===== src/rtl/sram_arb_pkg.sv =====
// Shared types for the two-requester SRAM port arbiter: controller states,
// requester id and the read-tag carried alongside each macro access.
package sram_arb_pkg;

    localparam int NUM_REQ = 2;

    typedef enum logic {
        INIT,
        RUN
    } state_t;

    typedef logic id_t;

    typedef struct packed {
        logic rd;
        id_t  id;
    } tag_t;

endpackage


===== src/rtl/rr_arb2.sv =====
// Two-way round-robin grant: a lone valid always wins, a tie goes to the
// requester that did not win last time.
module rr_arb2
    import sram_arb_pkg::*;
(
    input  logic [NUM_REQ-1:0] valid,
    input  id_t                last_grant,
    output logic [NUM_REQ-1:0] grant
);

    always_comb begin
        grant = '0;
        unique case (valid)
            2'b01:   grant = 2'b01;
            2'b10:   grant = 2'b10;
            2'b11:   grant = last_grant ? 2'b01 : 2'b10;
            default: grant = '0;
        endcase
    end

endmodule


===== src/rtl/sram_port_arbiter.sv =====
// Sole driver of an OpenRAM port 0: zero-fills the array after reset, then
// shares the port between two requesters and returns reads two cycles later.
//
// state | meaning
// INIT  | writing zero to addr init_cnt each cycle; requesters held off
// RUN   | one granted request per cycle issued to the macro
module sram_port_arbiter
    import sram_arb_pkg::*;
#(
    parameter int DATA_WIDTH = 2,
    parameter int ADDR_WIDTH = 4
) (
    input  logic                          clk0,
    input  logic                          rst0,
    input  logic [NUM_REQ-1:0]            req_valid,
    output logic [NUM_REQ-1:0]            req_ready,
    input  logic [NUM_REQ-1:0]            req_we,
    input  logic [NUM_REQ*ADDR_WIDTH-1:0] req_addr,
    input  logic [NUM_REQ*DATA_WIDTH-1:0] req_wdata,
    output logic [NUM_REQ-1:0]            rsp_valid,
    output logic [DATA_WIDTH-1:0]         rsp_rdata,
    output logic                          init_done,
    output logic                          csb0,
    output logic                          web0,
    output logic [ADDR_WIDTH-1:0]         addr0,
    output logic [DATA_WIDTH-1:0]         din0,
    input  logic [DATA_WIDTH-1:0]         dout0
);

    localparam int RAM_DEPTH = 1 << ADDR_WIDTH;
    localparam logic [ADDR_WIDTH-1:0] LAST_ADDR = ADDR_WIDTH'(RAM_DEPTH - 1);

    state_t                  state;
    logic [ADDR_WIDTH-1:0]   init_cnt;
    id_t                     last_grant;
    logic [NUM_REQ-1:0]      grant;
    tag_t                    tag_s1;
    tag_t                    tag_s2;

    id_t                     gid;
    logic                    sel_we;
    logic [ADDR_WIDTH-1:0]   sel_addr;
    logic [DATA_WIDTH-1:0]   sel_wdata;

    rr_arb2 u_arb (
        .valid      (req_valid),
        .last_grant (last_grant),
        .grant      (grant)
    );

    // Ready is the grant itself, so a handshake happens exactly where ready is set.
    assign req_ready = (state == RUN) ? grant : '0;
    assign gid       = id_t'(grant[1]);
    assign sel_we    = req_we[gid];
    assign sel_addr  = req_addr[int'(gid)*ADDR_WIDTH +: ADDR_WIDTH];
    assign sel_wdata = req_wdata[int'(gid)*DATA_WIDTH +: DATA_WIDTH];

    always_ff @(posedge clk0) begin
        if (rst0) begin
            state      <= INIT;
            init_cnt   <= '0;
            init_done  <= 1'b0;
            last_grant <= 1'b1;
            csb0       <= 1'b1;
            web0       <= 1'b1;
            addr0      <= '0;
            din0       <= '0;
            tag_s1     <= '0;
            tag_s2     <= '0;
            rsp_valid  <= '0;
            rsp_rdata  <= '0;
        end else begin
            tag_s1    <= '0;
            tag_s2    <= tag_s1;
            rsp_valid <= '0;
            // dout0 settled in the low phase after the macro sampled the read.
            if (tag_s2.rd) begin
                rsp_valid[tag_s2.id] <= 1'b1;
                rsp_rdata            <= dout0;
            end

            case (state)
                INIT: begin
                    csb0     <= 1'b0;
                    web0     <= 1'b0;
                    addr0    <= init_cnt;
                    din0     <= '0;
                    init_cnt <= init_cnt + 1'b1;
                    if (init_cnt == LAST_ADDR) begin
                        state     <= RUN;
                        init_done <= 1'b1;
                    end
                end
                RUN: begin
                    if (|req_ready) begin
                        csb0       <= 1'b0;
                        web0       <= ~sel_we;
                        addr0      <= sel_addr;
                        din0       <= sel_wdata;
                        last_grant <= gid;
                        tag_s1     <= '{rd: ~sel_we, id: gid};
                    end else begin
                        csb0 <= 1'b1;
                        web0 <= 1'b1;
                    end
                end
                default: state <= INIT;
            endcase
        end
    end

endmodule


===== config.mk =====
export PLATFORM = sky130hd
export DESIGN_NAME = sram_port_arbiter
export DESIGN_NICKNAME = d
export VERILOG_FILES = /design/src/rtl/sram_arb_pkg.sv /design/src/rtl/rr_arb2.sv /design/src/rtl/sram_port_arbiter.sv
export SDC_FILE = /design/constraint.sdc
export NUM_CORES = 1
export LEC_CHECK = 0
export ABC_AREA = 1
export ABC_CLOCK_PERIOD_IN_PS = 1250
export CORE_AREA = 2 2 51 53
export CTS_CLUSTER_DIAMETER = 120
export DETAILED_ROUTE_END_ITERATION = 10
export DIE_AREA = 0 0 53 55
export GPL_ROUTABILITY_DRIVEN = 0
export PLACE_DENSITY = 0.74
export SYNTH_ARGS = -nofsm -noshare
export SYNTH_HDL_FRONTEND = slang
export SYNTH_SLANG_ARGS = --single-unit
export TNS_END_PERCENT = 30

===== constraint.sdc =====
create_clock -name clk0 -period 1.25 [get_ports clk0]
set_input_delay 0.1875 -clock clk0 [delete_from_list [all_inputs] [get_ports clk0]]
set_output_delay 0.1875 -clock clk0 [all_outputs]
set_load 0.005 [all_outputs]

==> impl_metrics.json <==
{
  "numPortBuffers": 34,
  "timing.final.crit_share_pct": 104,
  "rsz0062_at_grt": "true",
  "antenna_cells": 0,
  "synth_top_family_by_area": "simple AND/OR/NAND/NOR gates",
  "comb_power_share_pct": 15.2,
  "peakVddDrop_mv": 0.584,
  "end_kind": "primary output",
  "yosys.area_share.simple_pct": 31.9,
  "crit_path_start": "last_grant$_SDFFE_PP1P_",
  "synth-edff-count": 0,
  "overflow": 0,
  "yosys-top-cells-count": "nand2_1, dfxtp_1, nor2_1",
  "netlist_top_cells_area": "dfxtp_1, nand2_1, nor2_1",
  "hold_path_class": "flop to flop",
  "grt_pass1_wl_microns": 3850,
  "synthAdderAreaFrac_pct": 1.31,
  "pwr-share-seq_pct": 59.0,
  "drcViolationCount": 0,
  "ys_ff_latch": 23,
  "whs_ns": 0.410,
  "cp_max_fo": 3,
  "path_class": "flop to primary output",
  "dieArea_sq_um": 2920,
  "syn_nets": 154,
  "seq_area_frac_synth_pct": 48.3,
  "track_usage_pct": 18.6,
  "instances_no_fill": 216,
  "drv_cap": 0,
  "antenna_found_initial": 0,
  "max_stage_delay_ns": 0.35,
  "r2r_end": "addr0[0]$_SDFFE_PP0P_",
  "status": "finished with violations",
  "holdPathStages": 2,
  "start_kind": "flop",
  "cts_max_level": 1,
  "clock.fmax_mhz": 771,
  "synth_top_flop_cell": "dfxtp_1",
  "synth.largest_area_cell": "dfxtp_1",
  "synth_compound_area_share_pct": 8.14,
  "synth_cell_types": 19,
  "crit_arrival_ns": 1.11,
  "syn_inst": 133,
  "wire_per_inst_microns": 10.6,
  "cp-endpoint": "req_ready[0]",
  "synth_top_area_share_pct": 48.3,
  "p_clk_share_pct": 25.8,
  "rows": 18,
  "required_ns": 1.06,
  "avgSynthCellArea_sq_um": 7.17,
  "yosysMostFrequentCell": "nand2_1",
  "grt_max_degree": 14,
  "core-area_sq_um": 2360,
  "synthXorXnorAreaFrac_pct": 0,
  "die_x_microns": 53,
  "ios": 35,
  "numClockSinks": 23,
  "leakage_nw": 0.742,
  "violations": "negative setup slack",
  "syn_to_final_growth_pct": 55.8,
  "async_reset_ff_share_pct": 0,
  "place_inst": 207,
  "maxSlewHeadroom_pct": 87.0,
  "power.internal_uw": 985,
  "dr_total_vias": 1015,
  "start_util_pct": 40.3,
  "reg2reg_slack_ns": 0.05,
  "viasPerCell": 4.70,
  "postCtsHoldBufs": 0,
  "net-switching-power_uw": 302,
  "root_buffer": "clkbuf_4",
  "hold_viol": 0,
  "synth_area_sq_um": 953,
  "drive_gt1_share_pct": 25.3,
  "cts_tree": "yes",
  "n_fill_cell": 229,
  "setup_slack_ns": -0.0462,
  "nets": 208,
  "yosysWarnings": 0,
  "power_density_nw_per_um2": 867,
  "clk_pin_slew_worst_paths_ns": 0.12,
  "grt_pass1_vias": 982,
  "final_max_slew_viol_count": 0,
  "dp_hpwl_microns": 1780,
  "fin_skew_ns": 0.00437,
  "rr_worst_depth": 9,
  "timing.rr.start": "last_grant$_SDFFE_PP1P_",
  "drtIter0Drc": 14,
  "finalSetupViolations": 2,
  "drtPass1Iterations": 4,
  "multi_input_area_sq_um": 417,
  "critPathSlowestCell": "dfxtp_2",
  "min_period_ns": 1.30,
  "drt-total-wl_microns": 2290,
  "regArea_sq_um": 474,
  "swShare_pct": 23.5,
  "die_h_microns": 55,
  "antenna_left": 0,
  "cp_cell_sequence": "nand2_2 -> nand2_4 -> inv_2 -> a211oi_2 -> buf_2",
  "worstSkewPairLatency_ns": 0.31,
  "cts_buffers": 3,
  "tightest_slew_ns": 0.195,
  "muxShareOfSynthArea_pct": 0,
  "finalPower_mw": 1.29,
  "clock_path_buffers": 2
}
## layout make-up
| class | instances | area share [%] |
|---|---|---|
| Clock buffer | 3 | 1.52 |
| Multi-Input combinational cell | 86 | 28.1 |
| Clock inverter | 1 | 0.337 |
| Inverter | 21 | 5.31 |
| Tap cell | 30 | 2.53 |
| Timing Repair Buffer | 52 | 30.3 |
| Sequential cell | 23 | 31.9 |
## routing by layer
metal  track usage [%]  part of all wire, %  vias up
met5                 0                    0        -
met4              9.83                  2.5        0
met3              5.38                  5.4        8
met2              36.9                   52       30
met1              17.2                   40      456
li1                  -                    -      521
## critical path, delay by kind of cell (launching register included)
| kind | cells | cell delay (ns) |
|---|---|---|
| buffers and inverters | 2 | 0.18 |
| flip-flops | 1 | 0.35 |
| AND/OR/NAND/NOR | 2 | 0.15 |
| AO/OA/AOI/OAI | 1 | 0.13 |
## what timing repair did
action                     CTS  global route
setup endpoints to repair   15             8
setup buffers                3             2
gates resized for setup     38             3
## power groups by stage
stage	clock, mW	sequential, mW	combinational (mW)
after floorplan	0	0.775	0.0674
after global placement	0	0.775	0.180
after detailed placement	0	0.775	0.186
after CTS	0.347	0.759	0.188
after global routing	0.375	0.761	0.217
final	0.333	0.759	0.196
## sequential cells by signal, indices dropped and copies added, names as in the netlist
register    cells
rsp_rdata       2
tag_s1          2
din0            2
addr0           4
web0            1
state           1
last_grant      1
rsp_valid       2
tag_s2          2
csb0            1
init_cnt        4
init_done       1
## metrics by stage
| stage | setup TNS, ns | area, sq um | utilization [%] | worst slack (ns) |
|---|---|---|---|---|
| after floorplan | 0 | 953 | - | 0.261 |
| after global routing | -0.221 | 1490 | 62.8 | -0.117 |
| after detailed placement | -1.91 | 1410 | 59.6 | -0.559 |
| final | -0.0758 | 1490 | 62.8 | -0.0462 |
| after global placement | -1.45 | 1410 | 59.6 | -0.495 |
| after CTS | -0.124 | 1460 | 61.7 | -0.0674 |
## worst min path at each step
stage	end	startpoint	slack (ns)
global placement	tag_s2[1]$_SDFF_PP0_	tag_s1[1]$_SDFF_PP0_	0.40
global route	tag_s2[1]$_SDFF_PP0_	tag_s1[1]$_SDFF_PP0_	0.42
floorplan	rsp_rdata[1]$_SDFFE_PP0P_	dout0[1]	0.32
CTS	tag_s2[1]$_SDFF_PP0_	tag_s1[1]$_SDFF_PP0_	0.42
detailed placement	tag_s2[1]$_SDFF_PP0_	tag_s1[1]$_SDFF_PP0_	0.40
finish	tag_s2[1]$_SDFF_PP0_	tag_s1[1]$_SDFF_PP0_	0.41
## cells in the final DEF, fill, tap and decap left out
cell             count
clkdlybuf4s50_1     17
dlygate4sd2_1       15
nor2_2               1
a211oi_2             1
inv_1               16
buf_4               17
buf_6                1
nor2_4               1
clkbuf_4             3
o21ai_0              6
and3_1               1
dfxtp_1             12
dfxtp_2             11
nand3_4              1
nand2_1             30
clkinv_2             1
nor3_1               1
or2_2                1
nand4_1              2
buf_2                2
nand2_4              1
a21oi_1              7
inv_2                5
nand2_2              1
nor2_1              19
o21ai_1              1
nand3_1             11
ha_1                 1
## cell families (layout without fill, tap and decap cells)
logic type,after synthesis,after routing
and+or+nand+nor,70,70
DFF,23,23
adders and majority gates,1,1
buffers and inverters,24,77
AOI/OAI and AO/OA,15,15
Note: power is estimated with default switching activity, not from simulation.
